--- src/rtl/serial_add_ctrl.sv ---
// Bit-serial add/subtract sequencer: one full-adder cell time-shared
// over WIDTH bits, LSB first, with the carry held between bits.
module serial_add_fa (
  input  logic x_i,
  input  logic y_i,
  input  logic cin_i,
  output logic s_o,
  output logic cout_o
);
  assign s_o    = x_i ^ y_i ^ cin_i;
  assign cout_o = (x_i & y_i) | (x_i & cin_i) | (y_i & cin_i);
endmodule

module serial_add_ctrl #(
  parameter int unsigned WIDTH = 8
) (
  input  logic             clk,
  input  logic             rst,
  input  logic             start,
  input  logic             sub,
  input  logic [WIDTH-1:0] a,
  input  logic [WIDTH-1:0] b,
  output logic             busy,
  output logic             done,
  output logic [WIDTH-1:0] sum,
  output logic             cout,
  output logic             ovf
);
  localparam int unsigned CW = (WIDTH > 1) ? $clog2(WIDTH) : 1;

  typedef enum logic [1:0] {
    IDLE,
    RUN,
    DONE
  } state_e;

  state_e           state_q;
  logic [WIDTH-1:0] opa_q;
  logic [WIDTH-1:0] opb_q;
  logic [WIDTH-1:0] acc_q;
  logic [WIDTH-1:0] acc_d;
  logic [WIDTH-1:0] sum_q;
  logic [CW-1:0]    cnt_q;
  logic             carry_q;
  logic             busy_q;
  logic             done_q;
  logic             cout_q;
  logic             ovf_q;
  logic             cell_s;
  logic             cell_c;
  logic             last;

  serial_add_fa u_fa (
    .x_i    (opa_q[0]),
    .y_i    (opb_q[0]),
    .cin_i  (carry_q),
    .s_o    (cell_s),
    .cout_o (cell_c)
  );

  assign acc_d = {cell_s, acc_q[WIDTH-1:1]};
  assign last  = (cnt_q == CW'(WIDTH - 1));

  always_ff @(posedge clk) begin
    if (rst) begin
      state_q <= IDLE;
      opa_q   <= '0;
      opb_q   <= '0;
      acc_q   <= '0;
      sum_q   <= '0;
      cnt_q   <= '0;
      carry_q <= 1'b0;
      busy_q  <= 1'b0;
      done_q  <= 1'b0;
      cout_q  <= 1'b0;
      ovf_q   <= 1'b0;
    end else begin
      unique case (state_q)
        IDLE: begin
          done_q <= 1'b0;
          if (start) begin
            opa_q   <= a;
            opb_q   <= b ^ {WIDTH{sub}};
            carry_q <= sub;
            cnt_q   <= '0;
            busy_q  <= 1'b1;
            state_q <= RUN;
          end
        end
        RUN: begin
          opa_q   <= opa_q >> 1;
          opb_q   <= opb_q >> 1;
          acc_q   <= acc_d;
          carry_q <= cell_c;
          cnt_q   <= cnt_q + CW'(1);
          if (last) begin
            // carry into MSB xor carry out of MSB flags signed overflow
            sum_q   <= acc_d;
            cout_q  <= cell_c;
            ovf_q   <= carry_q ^ cell_c;
            busy_q  <= 1'b0;
            done_q  <= 1'b1;
            state_q <= DONE;
          end
        end
        DONE: begin
          done_q  <= 1'b0;
          state_q <= IDLE;
        end
        default: begin
          busy_q  <= 1'b0;
          done_q  <= 1'b0;
          state_q <= IDLE;
        end
      endcase
    end
  end

  assign busy = busy_q;
  assign done = done_q;
  assign sum  = sum_q;
  assign cout = cout_q;
  assign ovf  = ovf_q;
endmodule

--- config.mk ---
export PLATFORM = sky130hd
export DESIGN_NAME = serial_add_ctrl
export DESIGN_NICKNAME = d
export VERILOG_FILES = /design/src/rtl/serial_add_ctrl.sv
export SDC_FILE = /design/constraint.sdc
export NUM_CORES = 1
export LEC_CHECK = 0
export CORE_ASPECT_RATIO = 0.75
export CORE_MARGIN = 2
export CORE_UTILIZATION = 28
export CTS_BUF_LIST = sky130_fd_sc_hd__clkbuf_4 sky130_fd_sc_hd__clkbuf_8
export CTS_CLUSTER_SIZE = 30
export DETAILED_ROUTE_END_ITERATION = 10
export PLACE_DENSITY = 0.57
export SLEW_MARGIN = 20
export SYNTH_ARGS = -nofsm -noshare
export SYNTH_HDL_FRONTEND = slang
export SYNTH_SLANG_ARGS = --single-unit
--- constraint.sdc ---
create_clock -name clk -period 1.4 [get_ports clk]
set_clock_uncertainty 0.2 [all_clocks]
set_input_delay 0.14 -clock clk [delete_from_list [all_inputs] [get_ports clk]]
set_output_delay 0.14 -clock clk [all_outputs]
set_load 0.05 [all_outputs]
; ---- Word level (Yosys, flattened, before mapping)
; Index checks and enable logic that the tools add are counted.
[word_totals]
reg_bits = 42
latch_bits = 0
ram_bits = 0
rom_bits = 0
input_bits = 20
wordCells = 49
n_memories = 0
[op_classes]
add_sub_neg = 1
multipliers = 0
div_mod_pow = 0
n_lt_le_gt_ge = 0
eq_ne = 5
n_shift = 0
mux = 14
n_bitwise = 11
reduce_logical = 7
[ops]
columns = cell, n
row1 = one-hot mux 8 bit (2 select lines), 2
row2 = two-way mux 8 bit, 2
row3 = bitwise XOR 8 bit, 1
row4 = one-hot mux 3 bit (2 select lines), 1
row5 = AND reduction 2 bit, 3
row6 = two-way mux 2 bit, 2
row7 = "!= test 2 bit, second input constant", 2
row8 = one-hot mux 2 bit (2 select lines), 1
row9 = "adder 3 x 1 -> 3 bit, second input constant", 1
row10 = bitwise AND 1 bit, 3
row11 = "== test 3 bit, second input constant", 1
row12 = two-way mux 1 bit, 3
row13 = two-way mux 3 bit, 1
row14 = one-hot mux 1 bit (3 select lines), 1
row15 = AND reduction 3 bit, 1
row16 = bitwise XOR 1 bit, 3
row17 = "== test 2 x 1 -> 1 bit, second input constant", 1
row18 = "== test 2 bit, second input constant", 1
row19 = logical NOT 2 bit, 1
row20 = inverter 1 bit, 2
row21 = OR 1 bit, 2
row22 = one-hot mux 1 bit (2 select lines), 1
row23 = nonzero test 2 bit, 1
row24 = OR reduction 2 bit, 1

; ---- Longest topological paths before layout
[depth]
word_depth = 4
ltp_mapped = 6
depth_no_buf = 5

; ---- Hierarchy
; A second synthesis with hierarchy kept.
[hier_totals]
hier_cells = 192
hier_area_um2 = 1714.1
[by_module_without_submodules]
columns = module, n_inst, cells_per_inst, area_per_inst_um2
row1 = serial_add_ctrl, 1, 191, 1694.1
row2 = serial_add_fa, 1, 1, 20.0

; ---- Worst setup path before layout
; Ideal clock, no wire load.
[synth_timing]
path_kind = register -> register
start = register cnt_q[0]
end = register sum_q[7], in the netlist sum[7]
t_arrival_ns = 1.169
t_required_ns = 1.126
path_slack_ns = -0.042
path_stages_with_launch = 6
synth_period_minus_slack_ns = 1.442
path_cell_list = dfxtp_1 -> ha_1 -> ha_1 -> clkbuf_1 -> nand3_1 -> a21oi_1
[synth_between]
elab_chain_len = 2
[synth_rtl]
columns = item, line_no
row1 = from (decl), 43  ; logic [CW-1:0] cnt_q;
row2 = from (signal assigned), 95  ; cnt_q <= cnt_q + CW'(1);
row3 = == test 3 bit, 62  ; assign last = (cnt_q == CW'(WIDTH - 1));
row4 = AND reduction 2 bit (no source line), --
row5 = to (signal assigned), 70  ; sum_q <= '0;
row6 = to (signal assigned), 98  ; sum_q <= acc_d;
row7 = to (decl), 42  ; logic [WIDTH-1:0] sum_q;
; No other way between the ends.
; A chain may end at the register's enable or synchronous reset.

; ---- Worst setup path after layout
[layout_timing]
start = register cnt_q[1]
end = register cout_q, in the netlist cout
[layout_between]
elab_chain_len = 2
[layout_rtl]
columns = item, line_no
row1 = == test 3 bit, 62
row2 = AND reduction 2 bit (no source line), --
row3 = to (signal assigned), 99  ; cout_q <= cell_c;
row4 = to (decl), 47  ; logic cout_q;
; No other way between the ends.

==> qor.yml <==
fmax_mhz: 689.0
hold_viol: 0
dr.pass1.iters: 4
slew_headroom_pct: 78.38
die_h_um: 74.50
critPathMaxFanout: 5
power_switching_w: 0.0006279
p_int_w: 0.001871
finalCoreUtilization_pct: 43.67
holdPathEnd: "acc_q[1]$_SDFFE_PP0P_"
final_cell_mix: "dfxtp_1, a21oi_1, nand2_1"
drc: 0
p_seq_share_pct: 50.4
netlist_area_mm2: 0.001856
synth_fp_nets: 231
die_w_um: 98
hold_buffers: 0
start_kind: "flop"
vias_per_cell: 4.766
tightest_slew_ps: 323.4
yosys_warnings: 0
dp_cells: 326
final_cells: 337
routabilityCongestion: 0.7413
setup_viol: 10
synth_area_per_cell_um2: 8.921
final-seq-area_um2: 827.0
syn_inst: 208
overflow: 0
cts_root_buf: "clkbuf_8"
die-area_mm2: 0.007301
reg2reg_depth: 7
violations: "negative setup slack"
fin_crit_ps: 1451
ys_types: 31
grt_pass1_wl_um: 7314
ant_nets: 0
rsz0062_at_grt: "yes"
htreeDepth: 2
hold_class: "flop to flop"
start_util_pct: 29.22
r2r_end: "cout$_SDFFE_PP0P_"
startpoint: "cnt_q[1]$_SDFFE_PP0P_"
vias: 1606
worst_ep_required_time_ps: 1430
dpl.hpwl_um: 2980
fill_cells: 642
pwr-share-clk_pct: 34.0
p_leak_nw: 1.014
pin_count: 32
cp_common_cell: "ha_4"
final_common_cell: "dfxtp_1"
synth-seq-area-share_pct: 44.23
cp_num_buf_inv: 2
clk_path_buf_depth: 2
min_from: "acc_q[1]$_SDFFE_PP0P_"
cp-end-kind: "flop"
path_delay_family: "flip-flops"
p_comb_share_pct: 15.6
coreArea_mm2: 0.006350
worstSkewPairLatency_ps: 290
area_growth_pct: 49.43
arrival_ps: 1480
clkTransAtPathRegs_ps: 80
grt_use_total_pct: 12.49
wl_um: 4371
worstHoldPathCells: 2
antenna_found_initial: 0
switching_share_pct: 25.12
holdWs_ps: 262.6
synth-seq-cells: 41
antenna_cells: 0
ff2ff_setup_slack_ps: -50
cts_buffers: 5
cp_slowest_cell: "dfxtp_2"
slew_viol_final: 0
multi_input_area_mm2: 0.001012
drive_above_1_share_pct: 36.72
first_iter_violations: 59
post-route-period-util_pct: 103.7
reg2reg_from: "cnt_q[1]$_SDFFE_PP0P_"
finalWorstSetupSlack_ps: -51.38
vdd.ir_drop.worst_v: 0.0003463
grt_max_degree: 22
nets: 278
path_cells: "ha_4 -> ha_4 -> nand3b_1 -> buf_6 -> buf_12 -> nand2_1 -> a21oi_1"
rows: 25
critical_path_class: "flop to flop"
grt_pass1_vias: 1575
maxCapViolCount: 0
cts_tree: "done"
max_stage_delay_ps: 340
power.density_mw_per_mm2: 901.4
cts.sinks: 41
status: "finished with violations"
wire_per_inst_um: 12.97
portBuffers: 31
## registers in the layout (all words and copies together), names as in the netlist
| name | flops |
|---|---|
| carry_q | 1 |
| state_q | 2 |
| busy | 1 |
| sum | 8 |
| opa_q | 8 |
| ovf | 1 |
| opb_q | 8 |
| acc_q | 7 |
| done | 1 |
| cout | 1 |
| cnt_q | 3 |
## worst min-delay path, cell delays in order, from the launching register on
cell	delay [ps]
dfxtp_1	310
nand2_1	50
a21oi_1	50
## repair_timing
item,in CTS,in global routing
cloned,1,0
endpoints found under the setup margin,19,28
buffers inserted,2,0
gates resized for setup,13,25
pin swaps,5,6
## area by class of cell
cell class / count / area share, %
Sequential cell: 41 / 29.83
Multi-Input combinational cell: 140 / 36.51
Clock inverter: 1 / 0.1805
Timing Repair Buffer: 58 / 25.00
Inverter: 9 / 1.354
Tap cell: 81 / 3.655
Clock buffer: 7 / 3.475
## kinds of logic (layout without fill, tap and decap cells)
group	after synthesis	after routing	share of synthesized area, %
flip-flops	41	41	44.23
AO/OA/AOI/OAI	64	64	25.56
multiplexers	2	2	1.146
buffers and inverters	27	75	7.755
adder cells (fa/ha/maj)	3	3	2.427
XOR/XNOR	9	9	4.248
AND/OR/NAND/NOR	62	62	14.63
## power by group through the flow
stage / Combinational [W] / Sequential [W] / Clock, W
after floorplan: 0.000228 / 0.00128 / 0
after global placement: 0.000365 / 0.00128 / 0
after detailed placement: 0.000371 / 0.00128 / 0
after CTS: 0.000377 / 0.00126 / 0.000874
after global routing: 0.000425 / 0.00127 / 0.000927
final: 0.000390 / 0.00126 / 0.000849
## metrics by stage
step	TNS, ps	area (um2)	power (W)	worst slack (ps)
finish	-333.4	2773	0.002499	-51.38
global route	-862.9	2773	0.002621	-98.45
CTS	-283.4	2683	0.002507	-46.69
detailed placement	-5180	2487	0.001652	-302.6
global placement	-4475	2487	0.001645	-242.5
floorplan	-28.48	1862	0.001508	-12.05
## worst max-delay path by stage
stage	to	slack, ps	cells after the start
after CTS	sum[1]$_SDFFE_PP0P_	-50	7
after global placement	opb_q[2]$_SDFFE_PP0P_	-240	5
after detailed placement	opb_q[5]$_SDFFE_PP0P_	-300	5
after floorplan	sum[7]$_SDFFE_PP0P_	-10	5
after global routing	sum[3]$_SDFFE_PP0P_	-100	7
final	cout$_SDFFE_PP0P_	-50	7
## Yosys cell counts (all sizes together)
cell | count | area share [%]
dfxtp | 41 | 44
a21oi | 31 | 8.4
nand2 | 27 | 5.5
nor2 | 15 | 3.0
buf | 11 | 4.5
a22oi | 10 | 4.0
nand3 | 10 | 2.7
inv | 9 | 1.8
o221a | 8 | 4.9
clkbuf | 7 | 1.4
o22ai | 7 | 4.7
xnor2 | 7 | 3.3
a2bb2oi | 3 | 1.4
ha | 2 | 1.3
nand2b | 2 | 0.67
nand3b | 2 | 0.81
nor2b | 2 | 0.67
nor3 | 2 | 0.54
o21bai | 2 | 1.0
xor2 | 2 | 0.94
a221oi | 1 | 0.47
fa | 1 | 1.1
mux2 | 1 | 0.61
mux2i | 1 | 0.54
nor3b | 1 | 0.40
o21ai | 1 | 0.27
o31ai | 1 | 0.40
or3 | 1 | 0.34
## routing by layer
layer | vias up | wire length, um | track usage (%)
li1 | 817 | - | -
met1 | 753 | 2146 | 16.11
met2 | 29 | 1985 | 20.40
met3 | 7 | 190 | 3.759
met4 | 0 | 48 | 4.012
met5 | - | 0 | 0
Note: power is estimated with default switching activity, not from simulation.
